[src/rtl/pc_fetch_sequencer.sv]
// -----------------------------------------------------------------------------
// pc_fetch_sequencer
//
// Fetch-stage controller. Owns the PC register and sequences it against the
// instruction memory port. At most one fetch is outstanding at any time: a
// request is presented on a valid/ready channel, then the sequencer waits for
// the response. A completed fetch either delivers the instruction and advances
// the PC by INC, or (when a redirect arrived while the fetch was in flight) is
// discarded while the PC is loaded with the redirect target.
//
// Optional feature macro: PC_MISALIGN_TRAP_EN
//   defined   : a redirect whose target[1:0] != 0 is not taken; the PC is
//               loaded with TRAP_VEC and misalign_trap pulses for one cycle.
//   undefined : target[1:0] is forced to 2'b00 and misalign_trap is tied 0.
//
// Ports
//   clk, rst_n        clock (rising edge), asynchronous active-low reset
//   stall, halt       level requests, honoured when the current fetch is done
//   br_taken          single-cycle redirect strobe, br_target is its target
//   if_req_valid/addr fetch request towards memory; if_req_ready accepts it
//   if_rsp_valid      memory response strobe; if_rsp_instr is its data
//   instr_valid       one-cycle pulse; instr / instr_pc describe the fetch
//   pc_out            current PC
//   state             IDLE=0, REQ=1, WAIT=2, HOLD=3, HALT=4
//   misalign_trap     one-cycle pulse on a rejected misaligned redirect
// -----------------------------------------------------------------------------
module pc_fetch_sequencer #(
  parameter int unsigned     PC_W      = 64,
  parameter logic [PC_W-1:0] RESET_VEC = {PC_W{1'b0}},
  parameter logic [PC_W-1:0] TRAP_VEC  = PC_W'(64'h100),
  parameter int unsigned     INC       = 4
) (
  input  logic            clk,
  input  logic            rst_n,
  input  logic            stall,
  input  logic            halt,
  input  logic            br_taken,
  input  logic [PC_W-1:0] br_target,
  output logic            if_req_valid,
  output logic [PC_W-1:0] if_req_addr,
  input  logic            if_req_ready,
  input  logic            if_rsp_valid,
  input  logic [31:0]     if_rsp_instr,
  output logic            instr_valid,
  output logic [31:0]     instr,
  output logic [PC_W-1:0] instr_pc,
  output logic [PC_W-1:0] pc_out,
  output logic [2:0]      state,
  output logic            misalign_trap
);

  typedef enum logic [2:0] {
    S_IDLE = 3'd0,
    S_REQ  = 3'd1,
    S_WAIT = 3'd2,
    S_HOLD = 3'd3,
    S_HALT = 3'd4
  } state_t;

  // Turns a raw redirect target into the PC value actually loaded.
  function automatic logic [PC_W-1:0] land_pc(input logic [PC_W-1:0] tgt);
    logic [PC_W-1:0] v;
`ifdef PC_MISALIGN_TRAP_EN
    if (tgt[1:0] != 2'b00) begin
      v = TRAP_VEC;
    end else begin
      v = tgt;
    end
`else
    v      = tgt;
    v[1:0] = 2'b00;
`endif
    return v;
  endfunction

`ifdef PC_MISALIGN_TRAP_EN
  // True when a redirect target is not word aligned.
  function automatic logic is_misaligned(input logic [1:0] low_bits);
    return (low_bits != 2'b00);
  endfunction
`endif

  // Registered state and outputs
  state_t          r_state;
  logic [PC_W-1:0] r_pc;
  logic            r_pend;
  logic [PC_W-1:0] r_pend_tgt;
  logic            r_req_valid;
  logic [PC_W-1:0] r_req_addr;
  logic            r_instr_valid;
  logic [31:0]     r_instr;
  logic [PC_W-1:0] r_instr_pc;

  // Next-state values
  state_t          w_nxt_state;
  logic [PC_W-1:0] w_nxt_pc;
  logic            w_nxt_pend;
  logic [PC_W-1:0] w_nxt_pend_tgt;
  logic            w_use_br;    // live br_target is loaded into the PC now
  logic            w_use_pend;  // latched pending target is loaded now
  logic            w_deliver;   // completed fetch is handed to decode
  logic [PC_W-1:0] w_br_pc;
  logic [PC_W-1:0] w_pend_pc;

  assign w_br_pc   = land_pc(br_target);
  assign w_pend_pc = land_pc(r_pend_tgt);

  // Sequencing rules: state transitions, pending redirect and PC source.
  always_comb begin
    w_nxt_state    = r_state;
    w_nxt_pend     = r_pend;
    w_nxt_pend_tgt = r_pend_tgt;
    w_use_br       = 1'b0;
    w_use_pend     = 1'b0;
    w_deliver      = 1'b0;
    case (r_state)
      S_IDLE: begin
        // No fetch in flight: a redirect lands on the PC directly.
        w_use_br = br_taken;
        if (halt) begin
          w_nxt_state = S_HALT;
        end else begin
          w_nxt_state = S_REQ;
        end
      end
      S_REQ: begin
        // The fetch is committed once requested; a redirect waits for it.
        if (br_taken) begin
          w_nxt_pend     = 1'b1;
          w_nxt_pend_tgt = br_target;
        end else begin
          w_nxt_pend     = r_pend;
          w_nxt_pend_tgt = r_pend_tgt;
        end
        if (if_req_ready) begin
          w_nxt_state = S_WAIT;
        end else begin
          w_nxt_state = S_REQ;
        end
      end
      S_WAIT: begin
        if (if_rsp_valid) begin
          // A same-cycle redirect beats an older pending one.
          if (br_taken) begin
            w_use_br = 1'b1;
          end else if (r_pend) begin
            w_use_pend = 1'b1;
          end else begin
            w_deliver = 1'b1;
          end
          w_nxt_pend     = 1'b0;
          w_nxt_pend_tgt = r_pend_tgt;
          if (halt) begin
            w_nxt_state = S_HALT;
          end else if (stall) begin
            w_nxt_state = S_HOLD;
          end else begin
            w_nxt_state = S_REQ;
          end
        end else begin
          if (br_taken) begin
            w_nxt_pend     = 1'b1;
            w_nxt_pend_tgt = br_target;
          end else begin
            w_nxt_pend     = r_pend;
            w_nxt_pend_tgt = r_pend_tgt;
          end
          w_nxt_state = S_WAIT;
        end
      end
      S_HOLD: begin
        w_use_br = br_taken;
        if (halt) begin
          w_nxt_state = S_HALT;
        end else if (stall) begin
          w_nxt_state = S_HOLD;
        end else begin
          w_nxt_state = S_REQ;
        end
      end
      S_HALT: begin
        w_use_br = br_taken;
        if (halt) begin
          w_nxt_state = S_HALT;
        end else begin
          w_nxt_state = S_REQ;
        end
      end
      default: begin
        // Unreachable encoding: recover through IDLE with nothing pending.
        w_nxt_state    = S_IDLE;
        w_nxt_pend     = 1'b0;
        w_nxt_pend_tgt = r_pend_tgt;
      end
    endcase
  end

  // PC source mux; increment wraps naturally at 2^PC_W.
  always_comb begin
    if (w_use_br) begin
      w_nxt_pc = w_br_pc;
    end else if (w_use_pend) begin
      w_nxt_pc = w_pend_pc;
    end else if (w_deliver) begin
      w_nxt_pc = r_pc + PC_W'(INC);
    end else begin
      w_nxt_pc = r_pc;
    end
  end

  // Sequencer state, PC and registered output stage.
  always_ff @(posedge clk or negedge rst_n) begin
    if (!rst_n) begin
      r_state       <= S_IDLE;
      r_pc          <= RESET_VEC;
      r_pend        <= 1'b0;
      r_pend_tgt    <= {PC_W{1'b0}};
      r_req_valid   <= 1'b0;
      r_req_addr    <= {PC_W{1'b0}};
      r_instr_valid <= 1'b0;
      r_instr       <= 32'h0;
      r_instr_pc    <= {PC_W{1'b0}};
    end else begin
      r_state       <= w_nxt_state;
      r_pc          <= w_nxt_pc;
      r_pend        <= w_nxt_pend;
      r_pend_tgt    <= w_nxt_pend_tgt;
      // The request is raised with the PC it will carry, so a redirect that
      // lands on the same edge is what gets fetched.
      r_req_valid   <= (w_nxt_state == S_REQ);
      if (w_nxt_state == S_REQ) begin
        r_req_addr <= w_nxt_pc;
      end else begin
        r_req_addr <= r_req_addr;
      end
      r_instr_valid <= w_deliver;
      if (w_deliver) begin
        r_instr    <= if_rsp_instr;
        r_instr_pc <= r_pc;
      end else begin
        r_instr    <= r_instr;
        r_instr_pc <= r_instr_pc;
      end
    end
  end

`ifdef PC_MISALIGN_TRAP_EN
  logic r_trap;
  logic w_nxt_trap;

  assign w_nxt_trap = (w_use_br   & is_misaligned(br_target[1:0])) |
                      (w_use_pend & is_misaligned(r_pend_tgt[1:0]));

  // Trap pulse, raised on the edge the rejected redirect is applied.
  always_ff @(posedge clk or negedge rst_n) begin
    if (!rst_n) begin
      r_trap <= 1'b0;
    end else begin
      r_trap <= w_nxt_trap;
    end
  end

  assign misalign_trap = r_trap;
`else
  // TRAP_VEC only matters when the trap feature is built in.
  logic w_unused_trap;
  assign w_unused_trap = ^TRAP_VEC;
  assign misalign_trap = 1'b0;
`endif

  assign state        = r_state;
  assign pc_out       = r_pc;
  assign if_req_valid = r_req_valid;
  assign if_req_addr  = r_req_addr;
  assign instr_valid  = r_instr_valid;
  assign instr        = r_instr;
  assign instr_pc     = r_instr_pc;

endmodule
[config.mk]
export PLATFORM = sky130hd
export DESIGN_NAME = pc_fetch_sequencer
export DESIGN_NICKNAME = d
export VERILOG_FILES = /design/src/rtl/pc_fetch_sequencer.sv
export SDC_FILE = /design/constraint.sdc
export NUM_CORES = 1
export LEC_CHECK = 0
export BUFFER_PORTS_ARGS = -buffer_cell sky130_fd_sc_hd__clkbuf_2
export CORE_ASPECT_RATIO = 1.75
export CORE_MARGIN = 3
export CORE_UTILIZATION = 50
export DETAILED_ROUTE_END_ITERATION = 10
export PLACE_DENSITY_LB_ADDON = 0.1
export SETUP_SLACK_MARGIN = 0.02
export SYNTH_ARGS = -nofsm -noshare
export SYNTH_HDL_FRONTEND = slang
export SYNTH_SLANG_ARGS = --single-unit
[constraint.sdc]
create_clock -name clk -period 2.9 [get_ports clk]
set_input_delay 0.29 -clock clk [delete_from_list [all_inputs] [get_ports clk]]
set_output_delay 0.29 -clock clk [all_outputs]
set_load 0.01 [all_outputs]
==> impl_metrics.csv, run 1 <==
group,metric,value,unit
run_status,status,"finished clean",
layout,instances_no_fill,1968,
sta,setup_viol,0,
layout,final_util,0.678,
drt,wire_per_inst,20.5,um
logic_synthesis,ys_types,60,
drt,dr.pass1.iters,6,
placement,gp_congestion,0.848,
die,die_y,219,um
logic_synthesis,syn-instance-count,1187,
logic_synthesis,avgSynthCellArea,10.9,um2
sta,fin_crit,2700,ps
clock_tree,clk_pin_slew_worst_paths,60,ps
layout,final_common_cell,"clkbuf_2",
placement,port_buffers,329,
logic_synthesis,yosysWarnings,0,
power,cellPowerDensity,1060,mW/mm2
placement,pre_cts_slack,219,ps
drt,antenna_left,0,
sta,fmax,371,MHz
clock_tree,tritoncts,"built",
sta,final.setup.tns,0,ps
sta,hold_viol,0,
logic_synthesis,synth_seq_cells,292,
clock_tree,root_buffer,"clkbuf_16",
setup_path,end_kind,"flip-flop",
placement,dp_hpwl,28200,um
grt,overflow,0,
setup_path,path_max_fanout,10,
grt,antenna_found_initial,0,
clock_tree,cts_made_buffers,28,
min_path,hold_class,"input pin to flip-flop",
grt,grtUsageTotal,0.283,
clock_tree,clkLatencyLatePin,560,ps
power,irDropWorstVdd,0.000675,V
sta,maxSlewHeadroom,0.250,
clock_tree,htree_num_levels,1,
grt,grt_pass1_vias,11384,
power,p_leak,8.38,nW
grt,grt_pass1_wl,62400,um
clock_tree,clock-sinks,292,
logic_synthesis,synth-edff-count,0,
sta,finalCritPeriodShare,0.930,
die,initial_core_util,0.510,
setup_path,cp_data_arrival_time,3150,ps
drt,route.detailed.drc,0,
logic_synthesis,synth-async-reset-ratio,1.00,
drt,routed_wirelength,40300,um
layout,nets,1736,
die,rows,77,
sta,holdWs,22.1,ps
clock_tree,max-clock-path-buffers,3,
drt,drtIter0Drc,584,
layout,final_layout_size_suffix_gt1_frac,0.357,
layout,final_cell_mix,"clkbuf_2, dfrtp_1, nand2_1",
setup_path,start_kind,"flip-flop",
sta,rsz0062_at_grt,"no",
placement,place_inst,1825,
grt,grt_max_degree,88,
sta,slew_viol_final,0,
die,core_area,0.0254,mm2
sta,fin_skew,8.89,ps
die,die_x,128,um
logic_synthesis,synth_flop_cell,"dfrtp_1",
sta,tightestPinTransition,1120,ps
logic_synthesis,synthesis.area,0.0130,mm2
run,maxCapViolations,0,
setup_path,worstPathRequired,3350,ps
sta,setup_ws,203,ps
logic_synthesis,syn_nets,1291,
logic_synthesis,synth_seq_area_share,0.563,
layout,area_growth,32.9,%
die,ios,333,
drt,via_per_inst,5.65,
drt,vias,11116,
die,die_area,0.0280,mm2
clock_tree,post-cts-setup-buffer-count,0,
setup_path,path_class,"flip-flop to flip-flop",
routing by layer:
metal | vias up | GRT usage | share of wire
met3 | 94 | 0.0382 | 0.051
li1 | 5134 | - | -
met5 | - | 0 | 0
met2 | 355 | 0.510 | 0.53
met1 | 5533 | 0.332 | 0.38
met4 | 0 | 0.127 | 0.042
power by group:
| part | internal (mW) | switching (mW) | leakage [nW] | total (mW) |
|---|---|---|---|---|
| clock network | 2.17 | 1.55 | 0.459 | 3.73 |
| logic | 3.29 | 4.05 | 4.29 | 7.34 |
| registers | 5.88 | 1.33 | 3.64 | 7.21 |
| total | 11.4 | 6.93 | 8.38 | 18.3 |
path summary, 6_finish.rpt:
| check | slack (ps) | depth (start not counted) | to | from |
|---|---|---|---|---|
| setup / recovery | 200 | 8 | if_req_addr[62]$_DFFE_PN0N_ | pc_out[3]$_DFF_PN0_ |
| hold / removal | 20 | 3 | state[1]$_DFF_PN0_ | stall |
| setup reg to reg | 200 | 8 | if_req_addr[62]$_DFFE_PN0N_ | pc_out[3]$_DFF_PN0_ |
| hold reg to reg | 470 | 2 | instr_pc[62]$_DFFE_PN0P_ | instr_pc[62]$_DFFE_PN0P_ |
| max in group asynchronous | 1760 | 3 | instr[1]$_DFFE_PN0P_ | rst_n |
| min in group asynchronous | 330 | 2 | instr_pc[18]$_DFFE_PN0P_ | rst_n |
per-stage QoR:
step | power, mW | cell area, um2
finish | 18.3 | 17200
CTS | 18.4 | 17200
detailed placement | 14.5 | 15400
floorplan | 11.1 | 13000
global placement | 14.3 | 15400
global route | 19.4 | 17200
state kept, by name, summed over array words and instances (netlist names):
signal        flops
state             3
r_pend_tgt       62
pc_out           64
instr_pc         64
instr_valid       1
instr            32
r_pend            1
if_req_addr      64
if_req_valid      1
area by class of cell:
class	count	area [um2]
Antenna cell	1	2.50
Clock buffer	42	845
Clock inverter	7	87.6
Fill cell	1998	8200
Inverter	16	60.1
Multi-Input combinational cell	809	5370
Sequential cell	292	7310
Tap cell	316	395
Timing Repair Buffer	485	3170
cell usage after synthesis, types with 3 or more instances:
cell type | instances | area, um2
dfrtp_1 | 292 | 7310
nand2_1 | 210 | 788
mux2_2 | 132 | 1490
nor2_1 | 64 | 240
clkbuf_1 | 56 | 210
o21ai_0 | 50 | 250
nand3_1 | 32 | 160
xnor2_1 | 27 | 236
nand4_1 | 25 | 156
a22oi_1 | 23 | 173
a21oi_1 | 21 | 105
nor3_1 | 21 | 105
nor4_1 | 17 | 106
a31oi_1 | 16 | 100
a221o_1 | 15 | 150
xor2_1 | 14 | 123
and3_1 | 13 | 81.3
inv_1 | 12 | 45.0
o221ai_1 | 11 | 96.3
o22ai_1 | 11 | 68.8
buf_2 | 10 | 50.1
a211oi_1 | 9 | 67.6
and4_1 | 9 | 78.8
o22a_1 | 8 | 70.1
o31ai_1 | 8 | 60.1
mux2i_1 | 7 | 70.1
nand2b_1 | 6 | 37.5
or3_1 | 6 | 37.5
a211o_1 | 4 | 35.0
a21o_1 | 4 | 30.0
nor2b_1 | 4 | 25.0
nor3_2 | 4 | 40.0
o21a_1 | 4 | 30.0
a221oi_1 | 3 | 26.3
and2_1 | 3 | 18.8
buf_1 | 3 | 11.3
logic make-up after synthesis:
group                      after synthesis  share of synthesized area
DFF                                    292                      0.563
buffers and inverters                   86                     0.0261
other                                    1                   0.000289
xor gates and xnor gates                41                     0.0277
and+or+nand+nor                        428                      0.157
muxes                                  139                      0.120
adders and majority gates                1                   0.000965
AOI/OAI and AO/OA                      199                      0.105
repair_timing:
action	in CTS	in global routing
hold endpoints to repair	195	0
gates resized for setup	0	0
hold buffers	93	0
critical path, cell delays in order, from the launching register on:
cell,delay [ps]
dfrtp_1,440
ha_1,220
and3b_1,230
nand2_1,110
or4_1,730
buf_4,280
nor3_1,200
xnor2_1,110
a221oi_1,270
Power figures use the tool's default switching activity.
==> inputs of run 2 (changes only) <==
--- a/config.mk
+++ b/config.mk
@@ -5,6 +5,7 @@
 export SDC_FILE = /design/constraint.sdc
 export NUM_CORES = 1
 export LEC_CHECK = 0
+export ABC_AREA = 1
 export BUFFER_PORTS_ARGS = -buffer_cell sky130_fd_sc_hd__clkbuf_2
 export CORE_ASPECT_RATIO = 1.75
 export CORE_MARGIN = 3
==> run 2 against run 1 <==
Compared with the run above: die area rose by 5.3%; fmax increased by 11%; global-route usage increased by 3.3 points; power up 5.2%; final cell count grew 27%; non-clock buffer count decreased by 52; combinational power is 6.7% higher; area after synthesis rose by 5.5%; clock skew grew 8.4 ps; sequential share of layout area decreased by 0.65 points; count of clock-buffer cells in the layout decreased by 10; synthesized cell count increased by 46%; largest power group unchanged.
==> impl_metrics.csv, run 2 <==
group,metric,value,unit
layout,area_growth,28.0,%
power,irDropWorstVdd,0.00102,V
sta,setup_viol,0,
setup_path,start_kind,"flip-flop",
grt,overflow,0,
layout,multi_input_area,0.00555,mm2
die,die_y,225,um
die,ios,333,
layout,nets,2223,
sta,rsz0062_at_grt,"no",
clock_tree,root_buffer,"clkbuf_16",
drt,vias,13012,
clock_tree,ctsResizeCount,0,
drt,routed_wirelength,47000,um
logic_synthesis,synth.most_common_cell,"nand2_1",
drt,drtIter0Drc,841,
placement,place_inst,2379,
drt,wire_per_inst,18.8,um
logic_synthesis,synth_top_cell_by_area,"dfrtp_1",
placement,gp_congestion,0.922,
logic_synthesis,yosysWarnings,0,
logic_synthesis,avgSynthCellArea,7.91,um2
layout,final_layout_size_suffix_gt1_frac,0.218,
die,initial_core_util,0.511,
placement,dp_hpwl,34400,um
logic_synthesis,synth_seq_area_share,0.534,
power,cellPowerDensity,1100,mW/mm2
setup_path,end_kind,"flip-flop",
sta,fin_crit,2440,ps
setup_path,cp_data_arrival_time,2890,ps
grt,grt_pass1_wl,72200,um
clock_tree,cts_made_buffers,27,
setup_path,cp_slowest_stage_delay,420,ps
setup_path,path_max_fanout,5,
drt,met3WireLength,2340,um
logic_synthesis,synthesis.area,0.0137,mm2
layout,final_cell_mix,"nand2_1, clkbuf_2, dfrtp_1",
drt,met2_length,25000,um
layout,final_common_cell,"nand2_1",
die,core_area,0.0268,mm2
sta,fmax,410,MHz
clock_tree,post-cts-setup-buffer-count,0,
logic_synthesis,synth_top_area_frac,0.534,
logic_synthesis,synth-edff-count,0,
logic_synthesis,synth-async-reset-ratio,1.00,
grt,grt_max_degree,77,
setup_path,cp_slowest_cell,"dfrtp_1",
logic_synthesis,syn_nets,1833,
drt,via_per_inst,5.20,
drt,met1_length,17500,um
drt,route.detailed.drc,0,
logic_synthesis,syn-instance-count,1729,
placement,port_buffers,329,
layout,regArea,0.00731,mm2
clock_tree,clock-sinks,292,
die,die_area,0.0295,mm2
sta,tightestPinTransition,683,ps
sta,finalCritPeriodShare,0.842,
sta,hold_viol,0,
die,rows,79,
logic_synthesis,synth_flop_cell,"dfrtp_1",
logic_synthesis,ys_types,37,
setup_path,path_class,"flip-flop to flip-flop",
logic_synthesis,synth.area.top_cells,"dfrtp_1, nand2_1, o21ai_0",
power,p_leak,9.37,nW
drt,antenna_left,0,
sta,slew_viol_final,0,
min_path,hold_class,"input pin to flip-flop",
layout,n_fill_cell,2366,
clock_tree,htree_num_levels,1,
grt,grtUsageTotal,0.317,
layout,instances_no_fill,2504,
setup_path,path_buf_inv,1,
setup_path,worstPathRequired,3350,ps
run_status,status,"finished clean",
clock_tree,clkLatencyLatePin,560,ps
clock_tree,hold_buffers,75,
clock_tree,tritoncts,"built",
clock_tree,clk_pin_slew_worst_paths,70,ps
sta,fin_skew,17.3,ps
sta,final.setup.tns,0,ps
sta,maxSlewHeadroom,0.545,
setup_path,path_delay_family,"simple AND/OR/NAND/NOR gates",
grt,grt_pass1_vias,13115,
run,maxCapViolations,0,
drt,top_layer,"met4",
layout,antennaDiodeCount,0,
clock_tree,max-clock-path-buffers,3,
die,die_x,131,um
logic_synthesis,synth_seq_cells,292,
drt,dr.pass1.iters,5,
logic_synthesis,synth_common_cells,"nand2_1, dfrtp_1, nor2_1, inv_1, o21ai_0",
grt,antenna_found_initial,0,
setup_path,cp_common_cell,"nand2_1",
setup_path,worstPathCellList,"ha_1 > inv_1 > nor2_1 > nand2_1 > nor2_1 > nand3b_1 > nor2_2 > nand2_1 > nand2_1 > nand3_1 > nand2_1 > nand2_1 > nand2_1 > nand2_1",
run 2: path summary, 6_finish.rpt:
kind / start / end / slack, ps / cells past startpoint
min in group asynchronous: rst_n / if_req_addr[14]$_DFFE_PN0N_ / 310 / 2
min reg2reg: if_req_addr[34]$_DFFE_PN0N_ / if_req_addr[34]$_DFFE_PN0N_ / 480 / 2
min: br_target[3] / r_pend_tgt[3]$_DFFE_PN0P_ / 10 / 3
max reg2reg: pc_out[2]$_DFF_PN0_ / if_req_addr[54]$_DFFE_PN0N_ / 460 / 14
max in group asynchronous: rst_n / if_req_addr[4]$_DFFE_PN0N_ / 1710 / 3
max: pc_out[2]$_DFF_PN0_ / if_req_addr[54]$_DFFE_PN0N_ / 460 / 14
run 2: layout make-up:
cell class | instances | share of cell area
Timing Repair Buffer | 433 | 0.155
Tap cell | 364 | 0.0260
Clock buffer | 32 | 0.0420
Sequential cell | 292 | 0.417
Inverter | 139 | 0.0298
Multi-Input combinational cell | 1226 | 0.317
Clock inverter | 18 | 0.0128
run 2: metrics by stage:
stage	util	worst slack (ps)	hold slack, ps	total power [mW]	instance area [um2]
floorplan	-	1100	-5.59	11.7	13700
detailed placement	0.590	459	321	15.3	15800
global route	0.653	180	20.1	20.6	17500
global placement	0.590	509	319	15.1	15800
finish	0.653	460	11.8	19.2	17500
CTS	0.653	476	0.0483	19.3	17500
run 2: cell families after synthesis:
| logic type | after synthesis | synth area share |
|---|---|---|
| compound gates | 193 | 0.0772 |
| xor+xnor | 28 | 0.0179 |
| fa+ha+maj | 1 | 0.000915 |
| buf+inv | 211 | 0.0620 |
| flops | 292 | 0.534 |
| mux | 24 | 0.0198 |
| other cells | 1 | 0.000274 |
| simple gates | 979 | 0.288 |
run 2: worst min-delay path: stages:
cell and delay, ps:
clkbuf_2 80, inv_1 70, o21ai_0 90
run 2: layer usage:
metal / up-vias / global-route usage
li1: 6217 / -
met1: 6236 / 0.366
met2: 458 / 0.579
met3: 101 / 0.0345
met4: 0 / 0.137
met5: - / 0
run 2: where the power goes:
part	switching (mW)	internal, mW	total (mW)	leakage [nW]
sequential	1.67	5.90	7.57	3.66
combinational	5.00	2.83	7.83	5.25
clock	1.63	2.19	3.82	0.465
total	8.30	10.9	19.2	9.37
==> inputs of run 3 (changes only) <==
==> constraint.sdc (replaced) <==
create_clock -name clk -period 2.4 [get_ports clk]
set_input_delay 0.24 -clock clk [delete_from_list [all_inputs] [get_ports clk]]
set_output_delay 0.24 -clock clk [all_outputs]
set_load 0.01 [all_outputs]
==> run 3 against run 2 <==
Compared with the run above: register-to-register slack got worse by 280 ps; worst hold slack improved by 65 ps; clock power increased by 25%; combinational power increased by 28%; worst setup slack got worse by 280 ps; count of clock-buffer cells in the layout increased by 3.
==> impl_metrics.csv, run 3 (synthesized netlist as in run 2, its figures left out) <==
group,metric,value,unit
sta,setup_viol,0,
sta,fin_skew,22.4,ps
drt,vias,13293,
die,core_area,0.0268,mm2
drt,dr.pass1.iters,6,
layout,final_common_cell,"nand2_1",
sta,slew_viol_final,0,
min_path,min_path_cells,5,
die,die_area,0.0295,mm2
power,fin_total_pwr,23.8,mW
layout,final_layout_size_suffix_gt1_frac,0.229,
power,power_frac_seq,0.380,
drt,met1_length,17200,um
run,maxCapViolations,0,
placement,placed_area,0.0161,mm2
setup_path,path_max_fanout,5,
placement,dp_hpwl,35200,um
power,p_int,13.7,mW
power,clockPowerShare,0.200,
layout,final_cell_mix,"nand2_1, clkbuf_2, dfrtp_1",
power,switching_power,10.1,mW
drt,via_per_inst,5.19,
die,die_x,131,um
min_path,min_from,"stall",
sta,hold_viol,0,
placement,port_buffers,329,
sta,rsz0062_at_grt,"no",
power,p_leak,9.70,nW
drt,routed_wirelength,48200,um
grt,grt_pass1_wl,73000,um
setup_path,cp_slowest_stage_delay,460,ps
setup_path,cp_common_cell,"nand2_1",
power,p_sw_frac,0.424,
clock_tree,clkLatencyLatePin,550,ps
drt,wire_per_inst,18.8,um
sta,holdWs,77.1,ps
grt,grt_pass1_vias,13262,
power,comb_power_share,0.420,
drt,route.detailed.drc,0,
layout,n_fill_cell,2220,
sta,tightestPinTransition,718,ps
die,initial_core_util,0.511,
clock_tree,clock-sinks,292,
setup_path,path_class,"flip-flop to flip-flop",
min_path,worstHoldEndpoint,"state[1]$_DFF_PN0_",
layout,nets,2283,
setup_path,start_kind,"flip-flop",
setup_path,cp_data_arrival_time,2650,ps
setup_path,r2r-end,"if_req_addr[62]$_DFFE_PN0N_",
grt,grtUsageTotal,0.322,
layout,finalInstanceArea,0.0181,mm2
power,irDropWorstVdd,0.00258,V
setup_path,r2r_slack,180,ps
sta,maxSlewHeadroom,0.521,
clock_tree,tritoncts,"built",
drt,met3WireLength,2350,um
sta,fin_crit,2220,ps
setup_path,reg2reg_depth,13,
setup_path,cp_slowest_cell,"dfrtp_1",
layout,area_growth,32.7,%
clock_tree,clk_pin_slew_worst_paths,70,ps
drt,antenna_left,0,
drt,met2_length,26200,um
power,cellPowerDensity,1310,mW/mm2
die,ios,333,
setup_path,end_kind,"flip-flop",
die,die_y,225,um
clock_tree,max-clock-path-buffers,3,
grt,grt_max_degree,129,
grt,antenna_found_initial,0,
setup_path,rr_startpoint,"pc_out[12]$_DFF_PN0_",
drt,top_layer,"met4",
min_path,hold_class,"input pin to flip-flop",
placement,gp_congestion,0.919,
die,rows,79,
sta,final.setup.tns,0,ps
clock_tree,cts_made_buffers,27,
run_status,status,"finished clean",
drt,drtIter0Drc,777,
grt,overflow,0,
sta,finalCritPeriodShare,0.926,
layout,multi_input_area,0.00557,mm2
clock_tree,htree_num_levels,1,
layout,regArea,0.00731,mm2
setup_path,worstPathRequired,2830,ps
clock_tree,root_buffer,"clkbuf_16",
setup_path,worstPathCellList,"nand2_1 > nor2_1 > nand2_1 > nor2_1 > nand3b_1 > nor2_2 > nand2_1 > nand2_1 > nand3_1 > nand2_1 > nand2_1 > nand2_1 > nand2_1",
layout,antennaDiodeCount,0,
sta,fmax,450,MHz
## run 3: changes by cell type in the layout (fill, tap and decap cells not counted), sizes merged
cell         delta
bufinv          +2
inv             -3
clkbuf          +3
buf            +37
dlygate4sd3    +23
clkinv          -2
clkinvlp        -1
## run 3: power groups by stage
stage | clock (mW) | combinational, mW | sequential, mW
after floorplan | 0 | 4.86 | 9.32
after global placement | 0 | 9.60 | 9.00
after detailed placement | 0 | 9.81 | 9.04
after CTS | 4.84 | 10.0 | 8.99
after global routing | 5.01 | 11.1 | 9.25
final | 4.76 | 10.0 | 9.03
## run 3: repair_timing
action / CTS / global route
hold buffers: 98 / 0
gates resized for setup: 0 / 5
hold endpoints to repair: 210 / 0
endpoints found under the setup margin: 0 / 8
setup buffers: 0 / 2
## run 3: final cells by class
class | count | area share
Multi-Input combinational cell | 1226 | 0.307
Sequential cell | 292 | 0.403
Clock inverter | 14 | 0.0126
Timing Repair Buffer | 493 | 0.182
Clock buffer | 35 | 0.0416
Tap cell | 364 | 0.0251
Inverter | 139 | 0.0288
## run 3: worst max path at each step
stage,startpoint,endpoint
4_1_cts,pc_out[47]$_DFF_PN0_,if_req_addr[63]$_DFFE_PN0N_
3_5_place_dp,pc_out[47]$_DFF_PN0_,if_req_addr[63]$_DFFE_PN0N_
2_1_floorplan,pc_out[2]$_DFF_PN0_,if_req_addr[22]$_DFFE_PN0N_
3_3_place_gp,pc_out[47]$_DFF_PN0_,if_req_addr[63]$_DFFE_PN0N_
6_report,pc_out[12]$_DFF_PN0_,if_req_addr[62]$_DFFE_PN0N_
5_1_grt,state[0]$_DFF_PN0_,if_req_addr[15]$_DFFE_PN0N_
## run 3: routing by layer
metal / GRT usage / vias up
met5: 0 / -
met4: 0.144 / 0
met3: 0.0361 / 120
met2: 0.600 / 480
met1: 0.359 / 6354
li1: - / 6339
## run 3: worst max-delay path: cells and delay by family (launching register included)
family,cells,cell delay [ps]
AND/OR/NAND/NOR,13,1640
flip-flops,1,460
## run 3: through the flow
stage / util / std cells / setup WS (ps)
floorplan: - / 1729 / 602
global placement: 0.602 / 2414 / 32.0
detailed placement: 0.602 / 2414 / 38.8
CTS: 0.676 / 2561 / 35.3
global route: 0.677 / 2563 / 23.2
finish: 0.677 / 2563 / 178
